===== src/rtl/seq_det_prog_if.sv =====
// rtl/seq_det_prog_if.sv - config, serial data and status bundle for seq_det_prog
// Ports (master drives / slave receives):
//   cfg_we, pat_in, len_in, ovl_in : run-time pattern configuration write
//   din_valid, din                 : qualified serial bit stream
//   cnt_clr                        : match counter clear
//   det, match_cnt, cfg_err        : detector status back to the master
interface seq_det_prog_if #(
    parameter int MAX_LEN = 8,
    parameter int CNT_W   = 8
);
    localparam int LEN_W = $clog2(MAX_LEN + 1);

    logic                 cfg_we;
    logic [MAX_LEN-1:0]   pat_in;
    logic [LEN_W-1:0]     len_in;
    logic                 ovl_in;
    logic                 din_valid;
    logic                 din;
    logic                 cnt_clr;
    logic                 det;
    logic [CNT_W-1:0]     match_cnt;
    logic                 cfg_err;

    modport master (
        output cfg_we, pat_in, len_in, ovl_in, din_valid, din, cnt_clr,
        input  det, match_cnt, cfg_err
    );

    modport slave (
        input  cfg_we, pat_in, len_in, ovl_in, din_valid, din, cnt_clr,
        output det, match_cnt, cfg_err
    );
endinterface


===== src/rtl/seq_det_prog.sv =====
// rtl/seq_det_prog.sv - programmable serial bit-pattern detector with match counter
// Ports:
//   i_clk : clock, all state on the rising edge
//   i_rst : synchronous active-high reset
//   bus   : seq_det_prog_if slave (config write, serial data, cnt_clr in;
//           det pulse, saturating match_cnt, cfg_err pulse out)
module seq_det_prog #(
    parameter int MAX_LEN = 8,
    parameter int CNT_W   = 8
) (
    input  logic                i_clk,
    input  logic                i_rst,
    seq_det_prog_if.slave       bus
);
    localparam int LEN_W = $clog2(MAX_LEN + 1);

    localparam logic [0:0] S_FILL  = 1'b0;
    localparam logic [0:0] S_ARMED = 1'b1;

    logic [MAX_LEN-1:0] r_pat;
    logic [LEN_W-1:0]   r_len;
    logic               r_ovl;
    logic [MAX_LEN-1:0] r_hist;
    logic [LEN_W-1:0]   r_fill;
    logic [0:0]         r_state;
    logic               r_det;
    logic               r_cfg_err;
    logic [CNT_W-1:0]   r_cnt;

    logic               w_len_ok;
    logic               w_accept;
    logic [MAX_LEN-1:0] w_hist_next;
    logic [LEN_W-1:0]   w_fill_next;
    logic [MAX_LEN-1:0] w_mask;
    logic               w_full_next;
    logic               w_match;

    assign w_len_ok    = (bus.len_in != '0) && (bus.len_in <= LEN_W'(MAX_LEN));
    // A config write always wins over the data bit on the same edge.
    assign w_accept    = bus.din_valid && !bus.cfg_we;
    assign w_hist_next = {r_hist[MAX_LEN-2:0], bus.din};
    // Once armed, fill sits at len so the window keeps sliding.
    assign w_fill_next = (r_state == S_ARMED) ? r_fill : r_fill + LEN_W'(1);
    assign w_full_next = (w_fill_next == r_len);

    // Only the youngest len bits of history take part in the compare.
    always_comb begin
        w_mask = '0;
        for (int i = 0; i < MAX_LEN; i++) begin
            w_mask[i] = (i < int'(r_len));
        end
    end

    assign w_match = w_accept && w_full_next &&
                     (((w_hist_next ^ r_pat) & w_mask) == '0);

    always_ff @(posedge i_clk) begin
        if (i_rst) begin
            r_pat     <= '0;
            r_len     <= LEN_W'(4);
            r_ovl     <= 1'b1;
            r_hist    <= '0;
            r_fill    <= '0;
            r_state   <= S_FILL;
            r_det     <= 1'b0;
            r_cfg_err <= 1'b0;
            r_cnt     <= '0;
        end else begin
            r_det     <= w_match;
            r_cfg_err <= bus.cfg_we && !w_len_ok;

            if (bus.cfg_we) begin
                if (w_len_ok) begin
                    r_pat   <= bus.pat_in;
                    r_len   <= bus.len_in;
                    r_ovl   <= bus.ovl_in;
                    r_hist  <= '0;
                    r_fill  <= '0;
                    r_state <= S_FILL;
                end
            end else if (bus.din_valid) begin
                r_hist <= w_hist_next;
                if (w_match && !r_ovl) begin
                    // Non-overlap: history is kept but fill gates it out.
                    r_fill  <= '0;
                    r_state <= S_FILL;
                end else begin
                    r_fill  <= w_fill_next;
                    r_state <= w_full_next ? S_ARMED : S_FILL;
                end
            end

            if (bus.cnt_clr) begin
                r_cnt <= '0;
            end else if (w_match && (r_cnt != '1)) begin
                r_cnt <= r_cnt + CNT_W'(1);
            end
        end
    end

    assign bus.det       = r_det;
    assign bus.match_cnt = r_cnt;
    assign bus.cfg_err   = r_cfg_err;
endmodule

===== src/flat_wrapper.sv =====
// flat-port wrapper written by rule: the top's interface ports become plain ports
module seq_det_prog_flat 
#(
    parameter int MAX_LEN = 8,
    parameter int CNT_W   = 8
)
  (i_clk, i_rst, bus_cfg_we, bus_pat_in, bus_len_in, bus_ovl_in, bus_din_valid, bus_din, bus_cnt_clr, bus_det, bus_match_cnt, bus_cfg_err);
  seq_det_prog_if #(.MAX_LEN(MAX_LEN), .CNT_W(CNT_W)) bus_i ();
  input  logic i_clk;
  input  logic i_rst;
  input wire logic [$bits(bus_i.cfg_we)-1:0] bus_cfg_we;
  input wire logic [$bits(bus_i.pat_in)-1:0] bus_pat_in;
  input wire logic [$bits(bus_i.len_in)-1:0] bus_len_in;
  input wire logic [$bits(bus_i.ovl_in)-1:0] bus_ovl_in;
  input wire logic [$bits(bus_i.din_valid)-1:0] bus_din_valid;
  input wire logic [$bits(bus_i.din)-1:0] bus_din;
  input wire logic [$bits(bus_i.cnt_clr)-1:0] bus_cnt_clr;
  output wire logic [$bits(bus_i.det)-1:0] bus_det;
  output wire logic [$bits(bus_i.match_cnt)-1:0] bus_match_cnt;
  output wire logic [$bits(bus_i.cfg_err)-1:0] bus_cfg_err;
  assign bus_i.cfg_we = bus_cfg_we;
  assign bus_i.pat_in = bus_pat_in;
  assign bus_i.len_in = bus_len_in;
  assign bus_i.ovl_in = bus_ovl_in;
  assign bus_i.din_valid = bus_din_valid;
  assign bus_i.din = bus_din;
  assign bus_i.cnt_clr = bus_cnt_clr;
  assign bus_det = bus_i.det;
  assign bus_match_cnt = bus_i.match_cnt;
  assign bus_cfg_err = bus_i.cfg_err;
  seq_det_prog #(.MAX_LEN(MAX_LEN), .CNT_W(CNT_W)) u_core (.i_clk(i_clk), .i_rst(i_rst), .bus(bus_i));
endmodule

===== config.mk =====
export PLATFORM = sky130hd
export DESIGN_NAME = seq_det_prog_flat
export DESIGN_NICKNAME = d
export VERILOG_FILES = /design/src/rtl/seq_det_prog_if.sv /design/src/rtl/seq_det_prog.sv /design/src/flat_wrapper.sv
export SDC_FILE = /design/constraint.sdc
export NUM_CORES = 1
export LEC_CHECK = 0
export ABC_AREA = 1
export ABC_CLOCK_PERIOD_IN_PS = 2200
export CORE_MARGIN = 2
export CORE_UTILIZATION = 42
export CTS_CLUSTER_DIAMETER = 60
export DETAILED_ROUTE_END_ITERATION = 16
export PLACE_DENSITY_LB_ADDON = 0.3
export SLEW_MARGIN = 20
export SYNTH_ARGS = -nofsm -noshare
export SYNTH_HDL_FRONTEND = slang
export SYNTH_SLANG_ARGS = --single-unit

===== constraint.sdc =====
create_clock -name i_clk -period 2.2 [get_ports i_clk]
set_input_delay 0.66 -clock i_clk [delete_from_list [all_inputs] [get_ports i_clk]]
set_output_delay 0.66 -clock i_clk [all_outputs]
set_load 0.03 [all_outputs]

==> results.py <==
metrics = {
    "logic_synthesis": {
        "yosysUniqueCellTypes": 25,
        "synth-edff-count": 0,
        "synth_area_mm2": 0.00198,
        "ys_seq_area_share_pct": 35.4,
        "yosysWarningCount": 0,
        "synth_most_common_cell": "nand2_1",
        "synth_flop_cell": "dfxtp_1",
        "yosysTopAreaCell": "dfxtp_1",
        "syn_avg_cell_area_um2": 6.36,
        "synthTopCellsByArea": "dfxtp_1, nand2_1, nand3_1, a21oi_1, inv_1",
        "syn_inst": 311,
        "yosys.area.top_type_share_pct": 35.4,
        "synth_nets": 332,
        "synth_common_cells": "nand2_1, dfxtp_1, nand3_1",
        "synth_seq_cells": 35,
        "async_flop_share_pct": 0,
    },
    "setup_path": {
        "crit_path_end": "bus_match_cnt[6]",
        "slowest_stage": "clkdlybuf4s50_1",
        "path_max_fanout": 5,
        "r2r_setup_slack_ns": 0.38,
        "cp_cell_sequence": "clkdlybuf4s50_1",
        "cpPeakStageDelay_ns": 0.72,
        "path_buf_inv": 1,
        "r2r_end": "u_core.bus.match_cnt[1]",
        "path_depth": 1,
        "path_delay_family": "buffers and inverters",
        "endpoint_kind": "output port",
        "crit_arrival_ns": 1.44,
        "cp-startpoint": "u_core.bus.match_cnt[6]",
        "cp-start-kind": "flip-flop",
        "worstPathRequired_ns": 1.54,
        "critPathKind": "flip-flop to output port",
        "r2r_start": "u_core.r_fill[1]",
        "rr_worst_depth": 11,
    },
    "routing": {
        "num_vias": 1999,
        "drt_pre_antenna_iters": 4,
        "top_layer_used": "met4",
        "wl_met1_mm": 2.28,
        "drt_iter0_drc": 138,
        "totalWireLength_mm": 4.68,
        "ant_nets": 0,
        "drt-vias-per-instance": 5.00,
        "wl_per_cell_um": 11.7,
        "dr_wl_met2_mm": 2.18,
        "route.detailed.drc": 0,
        "met3_length_um": 192,
    },
    "global_route": {
        "antenna_found_initial": 0,
        "grt_overflow": 0,
        "grt_pass1_vias": 1780,
        "grt.total_usage_pct": 19.0,
        "grt_max_degree": 20,
        "grt_pass1_wl_mm": 7.92,
    },
    "placement": {
        "dp_slack_ns": -0.0175,
        "placed_area_mm2": 0.00235,
        "port_buffers": 28,
        "place_congestion": 0.886,
        "dp_hpwl_mm": 3.53,
        "dp_cells": 392,
    },
    "cells_and_area": {
        "final_nets": 368,
        "fin_area_mm2": 0.00244,
        "area_growth_pct": 23.5,
        "diodes": 0,
        "seq_area_um2": 701,
        "final_layout_size_suffix_gt1_share_pct": 11.2,
        "stdcell_count": 400,
        "multi_input_area_mm2": 0.00111,
        "fillCellCount": 435,
    },
    "timing": {
        "slew_violations": 0,
        "setup_viol_count_final": 0,
        "period_minus_slack_ns": 2.10,
        "fin_crit_sh_pct": 95.7,
        "layout_setup_ws_ns": 0.0957,
        "rsz0062_at_grt": "false",
        "fmaxAchievable_mhz": 475,
        "slew_headroom_pct": 72.8,
        "max_slew.worst_pin.slew_ns": 0.404,
        "skew_ns": 0.00610,
        "finalHoldViolations": 0,
    },
    "clock_tree": {
        "cts_max_path_buffers": 2,
        "path_clk_slew_ns": 0.07,
        "cts_tree": "built",
        "cts_root_buf": "clkbuf_8",
        "cts_hold_buf": 0,
        "clkSinkCount": 35,
        "post_cts_resized": 0,
        "numCtsBuffers": 5,
        "htreeDepth": 2,
        "post_cts_buffers": 0,
        "clk_latency_ns": 0.29,
    },
    "power": {
        "powerDensity_mw_per_mm2": 557,
        "peakVddDrop_v": 0.000335,
        "p_leak_nw": 1.03,
    },
    "floorplanning": {
        "start_util_pct": 44.5,
        "die_area_mm2": 0.00528,
        "core_area_mm2": 0.00444,
        "io_pins": 29,
        "num_rows": 24,
        "die_w_um": 72.7,
        "die_h_um": 72.7,
    },
    "hold_path": {
        "hold_path_class": "flip-flop to flip-flop",
    },
    "job": {
        "cap_violations": 0,
    },
    "run_status": {
        "status": "finished, final reports clean",
    },
}
## cells in the final DEF, fill, tap and decap left out, types with 6 or more instances in the layout
| cell type | n |
|---|---|
| a21oi_1 | 29 |
| buf_4 | 8 |
| clkdlybuf4s50_1 | 28 |
| dfxtp_1 | 35 |
| inv_1 | 33 |
| nand2_1 | 102 |
| nand3_1 | 35 |
| nor2_1 | 23 |
| nor2_2 | 6 |
| o21ai_0 | 10 |
## area by class of cell
type | instances | share of cell area [%]
clock buffers | 5 | 2.82
inverters | 38 | 5.84
well taps | 52 | 2.66
clock inverters | 3 | 0.819
flip-flops and latches | 35 | 28.7
repair buffers | 36 | 13.9
multi-input cells | 231 | 45.3
## metrics by stage
stage / setup TNS (ns) / total power, mW / util, % / hold slack [ns]
2_1_floorplan: 0 / 0.828 / - / 0.443
3_3_place_gp: 0 / 0.906 / 53.0 / 0.456
3_5_place_dp: -0.0481 / 0.910 / 53.0 / 0.459
4_1_cts: 0 / 1.38 / 55.0 / 0.472
5_1_grt: 0 / 1.43 / 55.0 / 0.487
6_report: 0 / 1.36 / 55.0 / 0.470
## report_power, final
part	switching, mW	internal, mW	leakage [nW]
clock	0.245	0.220	0.0402
combinational	0.129	0.0935	0.707
sequential	0.0188	0.655	0.285
## worst min path at each step
| stage | slack, ns | to | cells past startpoint | start |
|---|---|---|---|---|
| 6_report | 0.47 | u_core.r_pat[0] | 2 | u_core.r_pat[0] |
| 3_5_place_dp | 0.46 | u_core.r_pat[0] | 2 | u_core.r_pat[0] |
| 3_3_place_gp | 0.46 | u_core.r_pat[6] | 2 | u_core.r_pat[6] |
| 4_1_cts | 0.47 | u_core.r_pat[0] | 2 | u_core.r_pat[0] |
| 5_1_grt | 0.49 | u_core.r_pat[1] | 2 | u_core.r_pat[1] |
| 2_1_floorplan | 0.44 | u_core.r_pat[0] | 2 | u_core.r_pat[0] |
## state kept, by name (all words and copies together) (netlist names)
register	flops
u_core.r_state	1
u_core.bus.cfg_err	1
u_core.r_pat	8
u_core.r_fill	4
u_core.bus.det	1
u_core.r_len	4
u_core.bus.match_cnt	8
u_core.r_hist	7
u_core.r_ovl	1
## logic make-up (layout without fill, tap and decap cells)
group / Yosys count / after routing / synth area share [%]
buf+inv: 45 / 82 / 8.72
fa+ha+maj: 2 / 2 / 1.26
compound gates: 44 / 44 / 11.9
flops: 35 / 35 / 35.4
xor+xnor: 6 / 6 / 2.66
simple gates: 179 / 179 / 40.1
## per-layer routing
metal / track usage, % / vias up
met5: 0 / -
met4: 4.32 / 0
met3: 4.14 / 4
met2: 32.1 / 40
met1: 24.7 / 893
li1: - / 1062
Power figures use the tool's default switching activity.
